==> config.mk <==
export PLATFORM = sky130hd
export DESIGN_NAME = sram_like_arbiter
export DESIGN_NICKNAME = d
export VERILOG_FILES = /design/src/rtl/sram_like_arbiter.sv
export SDC_FILE = /design/constraint.sdc
export NUM_CORES = 1
export LEC_CHECK = 0
export BUFFER_PORTS_ARGS = -buffer_cell sky130_fd_sc_hd__buf_2
export CAP_MARGIN = 20
export CORE_AREA = 2 2 126 128
export CTS_CLUSTER_DIAMETER = 30
export DETAILED_ROUTE_END_ITERATION = 16
export DIE_AREA = 0 0 128 130
export PLACE_DENSITY = 0.44
export SETUP_SLACK_MARGIN = 0.15
export SLEW_MARGIN = 25
export SYNTH_ARGS = -nofsm -noshare
export SYNTH_HDL_FRONTEND = slang
export SYNTH_SLANG_ARGS = --single-unit
==> constraint.sdc <==
create_clock -name clk -period 2.68 [get_ports clk]
set_input_delay 0.134 -clock clk [delete_from_list [all_inputs] [get_ports clk]]
set_output_delay 0.134 -clock clk [all_outputs]
set_load 0.005 [all_outputs]
==> src/rtl/sram_like_arbiter.sv <==
// sram_like_arbiter
// N-to-1 arbiter for the SRAM-like bus (req/addr_ok/data_ok). NUM_CH masters
// share one slave port. An in-order queue of {channel, discard} records every
// accepted request so that each s_data_ok is routed back to its issuer.
// Ports:
//   clk, resetn                  clock, synchronous active-low reset
//   m_req/m_wr/m_size/m_wstrb/
//   m_addr/m_wdata/m_cancel      per-channel request bundle (packed, ch0 in LSBs)
//   m_addr_ok/m_data_ok/m_rdata  per-channel handshakes, s_rdata broadcast
//   s_req/s_wr/s_size/s_wstrb/
//   s_addr/s_wdata               slave request muxed from the selected channel
//   s_addr_ok/s_data_ok/s_rdata  slave handshakes and read data
module sram_like_arbiter #(
    parameter int NUM_CH      = 2,
    parameter int ADDR_W      = 32,
    parameter int DATA_W      = 32,
    parameter int OUTSTANDING = 4,
    parameter int RR_MODE     = 1
) (
    input  logic                       clk,
    input  logic                       resetn,
    input  logic [NUM_CH-1:0]          m_req,
    input  logic [NUM_CH-1:0]          m_wr,
    input  logic [2*NUM_CH-1:0]        m_size,
    input  logic [NUM_CH*DATA_W/8-1:0] m_wstrb,
    input  logic [NUM_CH*ADDR_W-1:0]   m_addr,
    input  logic [NUM_CH*DATA_W-1:0]   m_wdata,
    input  logic [NUM_CH-1:0]          m_cancel,
    output logic [NUM_CH-1:0]          m_addr_ok,
    output logic [NUM_CH-1:0]          m_data_ok,
    output logic [NUM_CH*DATA_W-1:0]   m_rdata,
    output logic                       s_req,
    output logic                       s_wr,
    output logic [1:0]                 s_size,
    output logic [DATA_W/8-1:0]        s_wstrb,
    output logic [ADDR_W-1:0]          s_addr,
    output logic [DATA_W-1:0]          s_wdata,
    input  logic                       s_addr_ok,
    input  logic                       s_data_ok,
    input  logic [DATA_W-1:0]          s_rdata
);

    localparam int CH_W   = $clog2(NUM_CH);
    localparam int PTR_W  = $clog2(OUTSTANDING);
    localparam int CNT_W  = PTR_W + 1;
    localparam int STRB_W = DATA_W / 8;

    // state     | meaning
    // ST_IDLE   | winner chosen combinationally each cycle
    // ST_LOCKED | slave stalled addr_ok; request held on lock_ch
    localparam logic [0:0] ST_IDLE   = 1'b0;
    localparam logic [0:0] ST_LOCKED = 1'b1;

    logic [0:0]        state;
    logic [CH_W-1:0]   lock_ch;
    logic              lock_discard;
    logic [CH_W-1:0]   last;
    logic [CNT_W-1:0]  count;
    logic [PTR_W-1:0]  wr_ptr;
    logic [PTR_W-1:0]  rd_ptr;
    logic [CH_W-1:0]   q_ch   [OUTSTANDING];
    logic              q_vld  [OUTSTANDING];
    logic              q_disc [OUTSTANDING];

    logic [NUM_CH-1:0] eligible;
    logic              any_elig;
    logic              locked;
    logic [CH_W-1:0]   winner;
    logic [CH_W-1:0]   sel;
    logic              push;
    logic              pop;
    logic              push_disc;

    // A pop in the same cycle does not free a slot: compare the registered count.
    assign eligible = m_req & {NUM_CH{count < CNT_W'(OUTSTANDING)}};
    assign any_elig = |eligible;
    assign locked   = (state == ST_LOCKED);

    always_comb begin
        logic            found;
        logic [CH_W-1:0] cand;
        int              idx;
        winner = '0;
        found  = 1'b0;
        cand   = '0;
        idx    = 0;
        if (RR_MODE != 0) begin
            // Search starts one past the last granted channel and wraps.
            for (int off = 1; off <= NUM_CH; off++) begin
                idx  = (int'(last) + off) % NUM_CH;
                cand = CH_W'(idx);
                if (!found && eligible[cand]) begin
                    winner = cand;
                    found  = 1'b1;
                end
            end
        end else begin
            for (int i = NUM_CH - 1; i >= 0; i--) begin
                cand = CH_W'(i);
                if (eligible[cand]) winner = cand;
            end
        end
    end

    assign sel   = locked ? lock_ch : winner;
    assign s_req = resetn & (locked | any_elig);
    assign push  = s_req & s_addr_ok;
    assign pop   = resetn & s_data_ok & (count != '0);

    assign s_wr    = m_wr[sel];
    assign s_size  = m_size[int'(sel)*2 +: 2];
    assign s_wstrb = m_wstrb[int'(sel)*STRB_W +: STRB_W];
    assign s_addr  = m_addr[int'(sel)*ADDR_W +: ADDR_W];
    assign s_wdata = m_wdata[int'(sel)*DATA_W +: DATA_W];
    assign m_rdata = {NUM_CH{s_rdata}};

    // A cancel raised while the request is still stalled (or in its push cycle)
    // must follow the request into the queue.
    assign push_disc = m_cancel[sel] | (locked & lock_discard);

    for (genvar g = 0; g < NUM_CH; g++) begin : g_ch
        assign m_addr_ok[g] = push & (sel == CH_W'(g));
        assign m_data_ok[g] = pop & ~q_disc[rd_ptr] & (q_ch[rd_ptr] == CH_W'(g));
    end

    always_ff @(posedge clk) begin
        if (!resetn) begin
            state        <= ST_IDLE;
            lock_ch      <= '0;
            lock_discard <= 1'b0;
            last         <= CH_W'(NUM_CH - 1);
            count        <= '0;
            wr_ptr       <= '0;
            rd_ptr       <= '0;
            for (int k = 0; k < OUTSTANDING; k++) begin
                q_ch[k]   <= '0;
                q_vld[k]  <= 1'b0;
                q_disc[k] <= 1'b0;
            end
        end else begin
            // Marking the head being popped is harmless: it is already delivered.
            for (int k = 0; k < OUTSTANDING; k++) begin
                if (q_vld[k] && m_cancel[q_ch[k]]) q_disc[k] <= 1'b1;
            end
            if (pop) begin
                q_vld[rd_ptr] <= 1'b0;
                rd_ptr        <= rd_ptr + 1'b1;
            end
            // Push never targets a live slot: it requires count < OUTSTANDING.
            if (push) begin
                q_vld[wr_ptr]  <= 1'b1;
                q_ch[wr_ptr]   <= sel;
                q_disc[wr_ptr] <= push_disc;
                wr_ptr         <= wr_ptr + 1'b1;
                last           <= sel;
            end
            case ({push, pop})
                2'b10:   count <= count + 1'b1;
                2'b01:   count <= count - 1'b1;
                default: count <= count;
            endcase

            case (state)
                ST_IDLE: begin
                    if (s_req && !s_addr_ok) begin
                        state        <= ST_LOCKED;
                        lock_ch      <= winner;
                        lock_discard <= m_cancel[winner];
                    end
                end
                default: begin
                    if (s_addr_ok) begin
                        state        <= ST_IDLE;
                        lock_discard <= 1'b0;
                    end else if (m_cancel[lock_ch]) begin
                        lock_discard <= 1'b1;
                    end
                end
            endcase
        end
    end

endmodule

## Word-level counts from Yosys, hierarchy flattened

Memories as Yosys holds them, arrays and structs flattened. A register that Yosys moved wholly into a read port is not among the register bits.
Cells that the tools add are included.
W data, S select, Z words.

| storage, ports and cells | value |
|---|---|
| logic and storage cells | 139 |
| RAM bits | 12 |
| input bits | 182 |
| output and inout bits | 140 |
| flip-flop bits (word level) | 11 |
| memories kept | 3 |

Memory list:

| name | depth | bits a word | read ports | clocked after Yosys merged registers in | wr ports | line | source |
|---|---|---|---|---|---|---|---|
| q_ch | 4 | 1 | 5 | 1 | 4 | 61 | `logic [CH_W-1:0] q_ch [OUTSTANDING];` |
| q_disc | 4 | 1 | 1 | 1 | 5 | 63 | `logic q_disc [OUTSTANDING];` |
| q_vld | 4 | 1 | 4 | 0 | 4 | 62 | `logic q_vld [OUTSTANDING];` |

| cells by class | value |
|---|---|
| shift-type cells | 4 |
| reduce and logical (&&, ||, !) cells | 17 |
| mux-type cells | 68 |
| magnitude comparators | 10 |
| add/sub/neg operators | 6 |
| bitwise gates (word level) | 21 |
| equality and inequality tests | 3 |

Operator list:

| kind | number |
|---|---|
| $shiftx A64 B7 Y32 | 2 |
| $mux W1 | 60 |
| $lt A1 B2 Y1 const B | 9 |
| $mux W2 | 7 |
| $and A1 B1 Y1 | 10 |
| $shiftx A8 B4 Y4 | 1 |
| $logic_and A1 B1 Y1 | 6 |
| $or A1 B1 Y1 | 6 |
| $pmux W3 S2 | 1 |
| $add A2 B1 Y2 const B | 2 |
| $not A1 Y1 | 4 |
| $reduce_and A2 Y1 | 2 |
| $reduce_bool A2 Y1 | 2 |
| $shiftx A4 B3 Y2 | 1 |
| $add A3 B1 Y3 const B | 1 |
| $lt A3 B3 Y1 const B | 1 |
| $ne A3 B2 Y1 const B | 1 |
| $reduce_bool A3 Y1 | 1 |
| $reduce_or A1 Y1 | 3 |
| $sub A3 B1 Y3 const B | 1 |
| $add A1 B1 Y1 const B | 2 |
| $and A2 B2 Y2 | 1 |
| $eq A2 B1 Y1 const B | 1 |
| $eq A2 B2 Y1 const B | 1 |
| other kinds (2) | 3 |

## Logic depth before layout (Yosys ltp)

Gate-level depths: netlist (run 1).

| depth | value |
|---|---|
| depth in word-level cells | 12 |
| depth in mapped cells | 10 |
| mapped depth without buffers | 9 |

## Least setup slack after synthesis (run 1)

OpenSTA, ideal clock, no wires.

| timing path | value |
|---|---|
| path kind | flip-flop to flip-flop |
| start | reg count[2] |
| end | reg count[2] |
| clock period less this slack | 2.038 ns |
| required time | 2.604 ns |
| stages on the path, launching flop included | 10 |
| buffers on the path | 0 |
| setup time | 0.076 ns |
| slack | 0.642 ns |
| arrival time | 1.962 ns |
| cell sequence | dfxtp_1 > o21bai_1 > a21oi_2 > inv_2 > ha_1 > inv_1 > fa_1 > xor2_1 > or3_1 > a21boi_0 |

| on the way | value |
|---|---|
| word-level cells in the longest chain between the ends | 8 |
| elaborated cells between the ends (all ways) | 14 |
| those cells by class | add/sub (2); order compare (1); eq/ne (2); mux (1); bitwise (5); reduce/logical (3) |

RTL lines:

| item | line | source |
|---|---|---|
| start: declaration | 58 | `logic [CNT_W-1:0] count;` |
| start signal: assignment | 158 | `2'b10: count <= count + 1'b1;` |
| start signal: assignment | 159 | `2'b01: count <= count - 1'b1;` |
| start signal: assignment | 160 | `default: count <= count;` |
| $lt A3 B3 Y1 | 75 | `assign eligible = m_req & {NUM_CH{count < CNT_W'(OUTSTANDING)}};` |
| $and A2 B2 Y2 | 75 |  |
| $reduce_or A2 Y1 | 76 | `assign any_elig = \|eligible;` |
| $or A1 B1 Y1 | 106 | `assign s_req = resetn & (locked \| any_elig);` |
| $and A1 B1 Y1 | 106 |  |
| $and A1 B1 Y1 | 107 | `assign push = s_req & s_addr_ok;` |
| $eq A2 B1 Y1 or $eq A2 B2 Y1 (tied branches) | 157 | `case ({push, pop})` |
| $pmux W3 S2 or $reduce_bool A2 Y1 (tied branches) | -- |  |

Several ways; a longest one is shown, not always the timed one.
A chain may end at the register's enable or synchronous reset.

## Worst setup path after layout (run 1)

| timing path | value |
|---|---|
| start | reg count[2] |
| end | out s_addr[19] |

| on the way | value |
|---|---|
| word-level cells in the longest chain between the ends | 10 |
| elaborated cells between the ends (all ways) | 13 |
| those cells by class | order compare (1); shift (1); mux (8); bitwise (1); reduce/logical (2) |

RTL lines:

| item | line | source |
|---|---|---|
| $lt A3 B3 Y1 (*) | 75 |  |
| $and A2 B2 Y2 (*) | 75 |  |
| $mux W1 (not written as such) (2 in a row) | 92 | `if (!found && eligible[cand]) begin` |
| $mux W1 | 92 |  |
| $logic_not A1 Y1 | 92 |  |
| $logic_and A1 B1 Y1 | 92 |  |
| $mux W1 (*) | 92 |  |
| $mux W1 (*) | 105 | `assign sel = locked ? lock_ch : winner;` |
| $shiftx A64 B7 Y32 (*) | 113 | `assign s_addr = m_addr[int'(sel)*ADDR_W +: ADDR_W];` |
| end: declaration | 36 | `output logic [ADDR_W-1:0] s_addr,` |

Every way passes the cells marked *; elsewhere a longest branch is shown, timed or not. The select of a mux whose other input is x is not followed.

==> results of run 1 <==
==> per-stage QoR <==
stage	util (%)	total power, W	hold slack, ns	area [sq um]	worst slack, ns
2_1_floorplan	-	0.0008017	0.2056	2671	0.6425
3_3_place_gp	22.69	0.001006	0.2681	3500	0.4584
3_5_place_dp	22.69	0.001015	0.2681	3500	0.3480
4_1_cts	23.21	0.001358	0.09095	3580	0.3254
5_1_grt	23.26	0.001418	0.1056	3587	0.2365
6_report	23.26	0.001337	0.1016	3587	0.4068
==> timing repair <==
item,4_1_cts,5_1_grt
gates resized for setup,0,1
hold buffers,0,0
endpoints found under the setup margin,0,1
hold endpoints to repair,0,0
==> flip-flops by register name, summed over array words and instances (netlist names), named ones only <==
name	count
q_vld	4
wr_ptr	2
rd_ptr	2
locked	1
count	3
lock_ch	1
last	1
lock_discard	1
q_ch	4
q_disc	4
==> power by group <==
group / internal (W) / switching, W / total, W
Sequential: 0.000403 / 0.0000245 / 0.000428
Combinational: 0.000311 / 0.000260 / 0.000571
Clock: 0.000201 / 0.000138 / 0.000339
==> area by class of cell <==
class / instances / area (sq um)
clock buffer: 3 / 75.07
clock inverter: 1 / 5.005
fill: 1716 / 11840
inverter: 11 / 41.29
multi-input combinational: 170 / 1541
sequential: 25 / 520.5
tap: 192 / 240.2
timing repair buffer: 230 / 1164
==> Yosys cell counts <==
master	instances	share of area, %
a31oi_1	1	0.23
mux2_2	68	29
inv_1	10	1.4
inv_2	1	0.14
mux2_1	7	3.0
a21oi_1	8	1.5
nor2b_1	2	0.47
o31ai_4	1	0.80
and2_1	6	1.4
buf_6	7	3.0
a32o_1	1	0.37
o211a_1	1	0.37
edfxtp_1	2	2.2
mux2i_1	4	1.5
xnor2_1	2	0.66
and3_1	1	0.23
buf_4	64	18
a21oi_2	1	0.33
nor3b_1	1	0.28
a2bb2o_1	3	1.1
nor2_1	8	1.1
o31ai_1	1	0.28
or3_1	1	0.23
ha_1	5	2.3
nand2b_4	1	0.52
xor2_1	2	0.66
clkbuf_1	3	0.42
a311oi_2	1	0.56
nand3_1	5	0.94
nor3_1	2	0.37
o21ai_0	5	0.94
fa_1	1	0.75
o21bai_1	1	0.28
buf_2	1	0.19
o311ai_0	5	1.6
o41ai_1	2	0.66
nand2_1	17	2.4
o31a_1	1	0.33
dfxtp_1	23	17
mux4_2	2	1.7
a21boi_0	3	0.84
==> worst reg2reg max path: stages (launching register included) <==
cell,delay [ns]
dfxtp_1,0.41
o21bai_1,0.25
a21oi_4,0.19
inv_2,0.09
ha_1,0.17
inv_1,0.06
fa_1,0.37
xor2_1,0.16
or3_1,0.30
a21boi_0,0.19
==> per-layer routing <==
metal / part of all wire, % / GRT usage (%)
met5: 0.34 / 0
met4: 0.45 / 1.616
met3: 15 / 7.872
met2: 45 / 20.42
met1: 40 / 14.35
==> worst max-delay path by stage <==
stage,slack [ns],start,end
2_1_floorplan,0.64,count[2],count[2]
3_3_place_gp,0.46,locked,count[2]
3_5_place_dp,0.35,locked,count[2]
4_1_cts,0.33,locked,count[2]
5_1_grt,0.24,count[2],count[2]
6_report,0.41,count[2],s_addr[19]
==> cell families after synthesis <==
| group | after synthesis | synth area share (%) |
|---|---|---|
| AOI/OAI and AO/OA | 35 | 10.26 |
| xor gates and xnor gates | 4 | 1.312 |
| adders and majority gates | 6 | 3.091 |
| buffers and inverters | 86 | 23.09 |
| DFF | 25 | 19.48 |
| muxes | 81 | 34.80 |
| and+or+nand+nor | 44 | 7.963 |
==> results.yml, run 1 <==
sta:
  report.final.slew_viol_count: 0
  finalSetupTns_ns: 0
  slew_headroom_pct: 56.70
  min_period_ns: 2.273
  fin_skew_ns: 0.001999
  finalHoldViolations: 0
  fmax_mhz: 439.9
  setup_violations: 0
  rsz0062_at_grt: "no"
  worst_pin_slew_ns: 0.6437
  period_share_pct: 84.82
power_and_ir_drop:
  p_leak_nw: 1.741
  power_density_nw_per_um2: 372.8
  ir_drop_uv: 225.0
die:
  ioPinCount: 322
  num_rows: 46
  die_w_um: 128
  die_y_um: 130
  start_util_pct: 17.32
  core_area_sq_um: 15420
  design.die.area_sq_um: 16640
global_route:
  overflow: 0
  grt_antenna_before_repair: 4
  grt_pass1_wl_mm: 15.14
  grt_pass1_vias: 2469
  grt_max_degree: 43
  grt.total_usage_pct: 12.52
worst_setup_path:
  worstPathArrival_ns: 2.14
  start_kind: "flip-flop"
  critPathTopFamily: "buffers and inverters"
  path_cells: "nand2b_4, o31ai_4, buf_4, mux2_2, buf_2"
  path_class: "reg2out"
  worst_ep_required_time_ns: 2.55
  rrSetupSlack_ns: 0.42
  cp_max_fo: 42
  reg2reg_depth: 9
  cp_slowest_cell: "buf_4"
  critical_path_depth: 5
  reg2reg_to: "count[2]"
  critPathBufInv: 2
  crit_path_end_kind: "output port"
  max_stage_delay_ns: 0.48
  rr_startpoint: "count[2]"
clock_network:
  cts_htree_levels: 1
  cts_tree: "built"
  clk_latency_ns: 0.26
  postCtsSetupBuffers: 0
  cts_sinks: 25
  cts_root_buf: "clkbuf_16"
  cts_max_path_buffers: 2
  clk_pin_slew_worst_paths_ns: 0.07
  numCtsBuffers: 3
worst_hold_path:
  holdPathEnd: "locked"
  hold_path_class: "in2reg"
  min-delay-start: "s_addr_ok"
  min_path_cells: 2
placement:
  dp_cells: 628
  place.port_buffers: 225
  place_congestion: 0.8522
  dp_hpwl_mm: 10.38
logic_synthesis:
  seq_area_frac_synth_pct: 19.48
  netlist_area_sq_um: 2671
  synth_nets: 469
  synth_area_per_cell_sq_um: 9.506
  yosysWarnings: 0
  synth_cell_types: 41
  synth_seq_cells: 25
  syn_inst: 281
final_layout:
  diodes: 0
  final_common_cell: "buf_2"
  layout.cells.non_filler: 632
  layout.nets: 629
  syn_to_final_growth_pct: 34.29
  drive_above_1_share_pct: 70.23
  mostFrequentLayoutCells: "buf_2 (225), mux2_2 (68), dfxtp_1 (23)"
detailed_routing:
  ant_nets: 0
  wirelength_mm: 11.59
  viasPerCell: 4.074
  vias: 2575
  first_pass_iters: 4
  drcViolationCount: 0
  wl_per_cell_um: 18.33
  drt_iter0_markers: 95
run_status:
  status: "complete, no violations"
flow_run:
  cap_violations: 0
Power figures use the tool's default switching activity.
==> run 2: changes to the inputs <==
- clock period: 2.68 -> 2.3 ns (I/O delays scaled with it)
==> run 2 against run 1 <==
Critical path depth is the same. Combinational power grew 20%. Sequential power grew 16%. Die area is the same. Largest power group unchanged.
==> results.yml, run 2 (synthesized netlist as in run 1, its figures left out) <==
run_status:
  status: "complete, no violations"
final_layout:
  diodes: 0
  final_common_cell: "buf_2"
  post-route-util_pct: 23.51
  drive_above_1_share_pct: 71.04
  layout.nets: 631
  syn_to_final_growth_pct: 35.74
  mostFrequentLayoutCells: "buf_2 (225), mux2_2 (68), dfxtp_1 (22)"
  nFillCells: 1694
  reg.largest.list: "q_ch: 4 flops, q_disc: 4 flops, q_vld: 4 flops"
  layout.cells.non_filler: 634
placement:
  place_congestion: 0.8511
  place.port_buffers: 225
  dp_hpwl_mm: 10.36
  dp_cells: 628
sta:
  fmax_mhz: 479.2
  rsz0062_at_grt: "yes"
  finalHoldViolations: 0
  whs_ns: 0.1033
  fin_skew_ns: 0.001853
  min_period_ns: 2.087
  report.final.slew_viol_count: 0
  finalSetupTns_ns: 0
  worst_pin_slew_ns: 0.7160
  period_share_pct: 90.74
  slew_headroom_pct: 51.84
  setup_violations: 0
clock_network:
  clk_pin_slew_worst_paths_ns: 0.06
  cts_htree_levels: 1
  clk_latency_ns: 0.26
  cts_tree: "built"
  cts_max_path_buffers: 2
  cts_sinks: 25
  cts_root_buf: "clkbuf_16"
  numCtsBuffers: 3
worst_setup_path:
  cp_max_fo: 40
  critPathBufInv: 2
  worstPathArrival_ns: 1.97
  critical_path_depth: 5
  cp_slowest_cell: "mux2_2"
  crit_path_end_kind: "output port"
  path_class: "reg2out"
  worst_ep_required_time_ns: 2.18
  reg2reg_depth: 9
  critPathTopFamily: "buffers and inverters"
  start_kind: "flip-flop"
  path_cells: "nand2b_4, o31ai_4, buf_12, mux2_2, buf_2"
  max_stage_delay_ns: 0.41
die:
  core_area_sq_um: 15420
  ioPinCount: 322
  die_w_um: 128
  num_rows: 46
  design.die.area_sq_um: 16640
  die_y_um: 130
  start_util_pct: 17.32
global_route:
  grt.total_usage_pct: 12.60
  grt_max_degree: 41
  grt_pass1_wl_mm: 15.18
  grt_pass1_vias: 2450
  grt_antenna_before_repair: 3
  overflow: 0
detailed_routing:
  wirelength_mm: 11.67
  ant_nets: 0
  viasPerCell: 4.088
  vias: 2592
  drcViolationCount: 0
  drt_iter0_markers: 30
  first_pass_iters: 4
  wl_per_cell_um: 18.41
flow_run:
  cap_violations: 0
power_and_ir_drop:
  power_density_nw_per_um2: 433.8
  p_total_w: 0.001573
  ir_drop_uv: 236.5
  p_leak_nw: 1.761
worst_hold_path:
  hold_path_class: "in2reg"
  min_path_cells: 2
[run 2: worst paths after layout]
check,slack (ns),start,endpoint
worst min-delay path,0.10,s_addr_ok,locked
worst min register to register,0.46,last,last
worst max-delay path,0.21,count[2],s_addr[0]
worst max register to register,0.31,count[2],count[2]
[run 2: through the flow]
step,setup WS (ns),area [sq um]
4_1_cts,0.1655,3611
3_3_place_gp,0.2271,3525
6_report,0.2131,3626
3_5_place_dp,0.1696,3525
2_1_floorplan,0.2625,2671
5_1_grt,0.1379,3626
[run 2: routing by layer]
metal  vias to the layer above  part of all wire, %  routed length, um  track usage, %
met5                         -                 0.23                 27               0
met4                         4                 0.47                 55           1.616
met3                        11                   12               1454           5.699
met2                       152                   45               5274           20.45
met1                      1181                   42               4858           15.87
li1                       1244                    -                  -               -
[run 2: layout make-up]
type / instances / area (sq um) / share of cell area (%)
clock buffers: 4 / 78.83 / 2.174
inverters: 11 / 41.29 / 1.139
multi-input cells: 170 / 1540 / 42.48
flip-flops and latches: 25 / 521.8 / 14.39
repair buffers: 232 / 1204 / 33.20
well taps: 192 / 240.2 / 6.625
[run 2: worst reg2reg max path: stages (launching register included)]
cell	delay [ns]
dfxtp_2	0.36
o31a_1	0.19
nand2_2	0.09
inv_1	0.07
ha_1	0.17
inv_1	0.07
fa_1	0.38
xor2_1	0.16
or3_1	0.30
a21boi_1	0.13
[run 2: where the power goes]
group / total (W) / internal, W / switching (W) / leakage [nW]
registers: 0.000498 / 0.000470 / 0.0000280 / 0.209
logic: 0.000684 / 0.000376 / 0.000309 / 1.51
clock network: 0.000391 / 0.000237 / 0.000153 / 0.0382
total: 0.00157 / 0.00108 / 0.000490 / 1.76
[run 2: what timing repair did]
item	CTS	global route
setup buffers	1	1
resized for setup	0	5
endpoints found under the hold margin	0	0
endpoints found under the setup margin	1	2
hold buffers	0	0
pin swaps	1	1
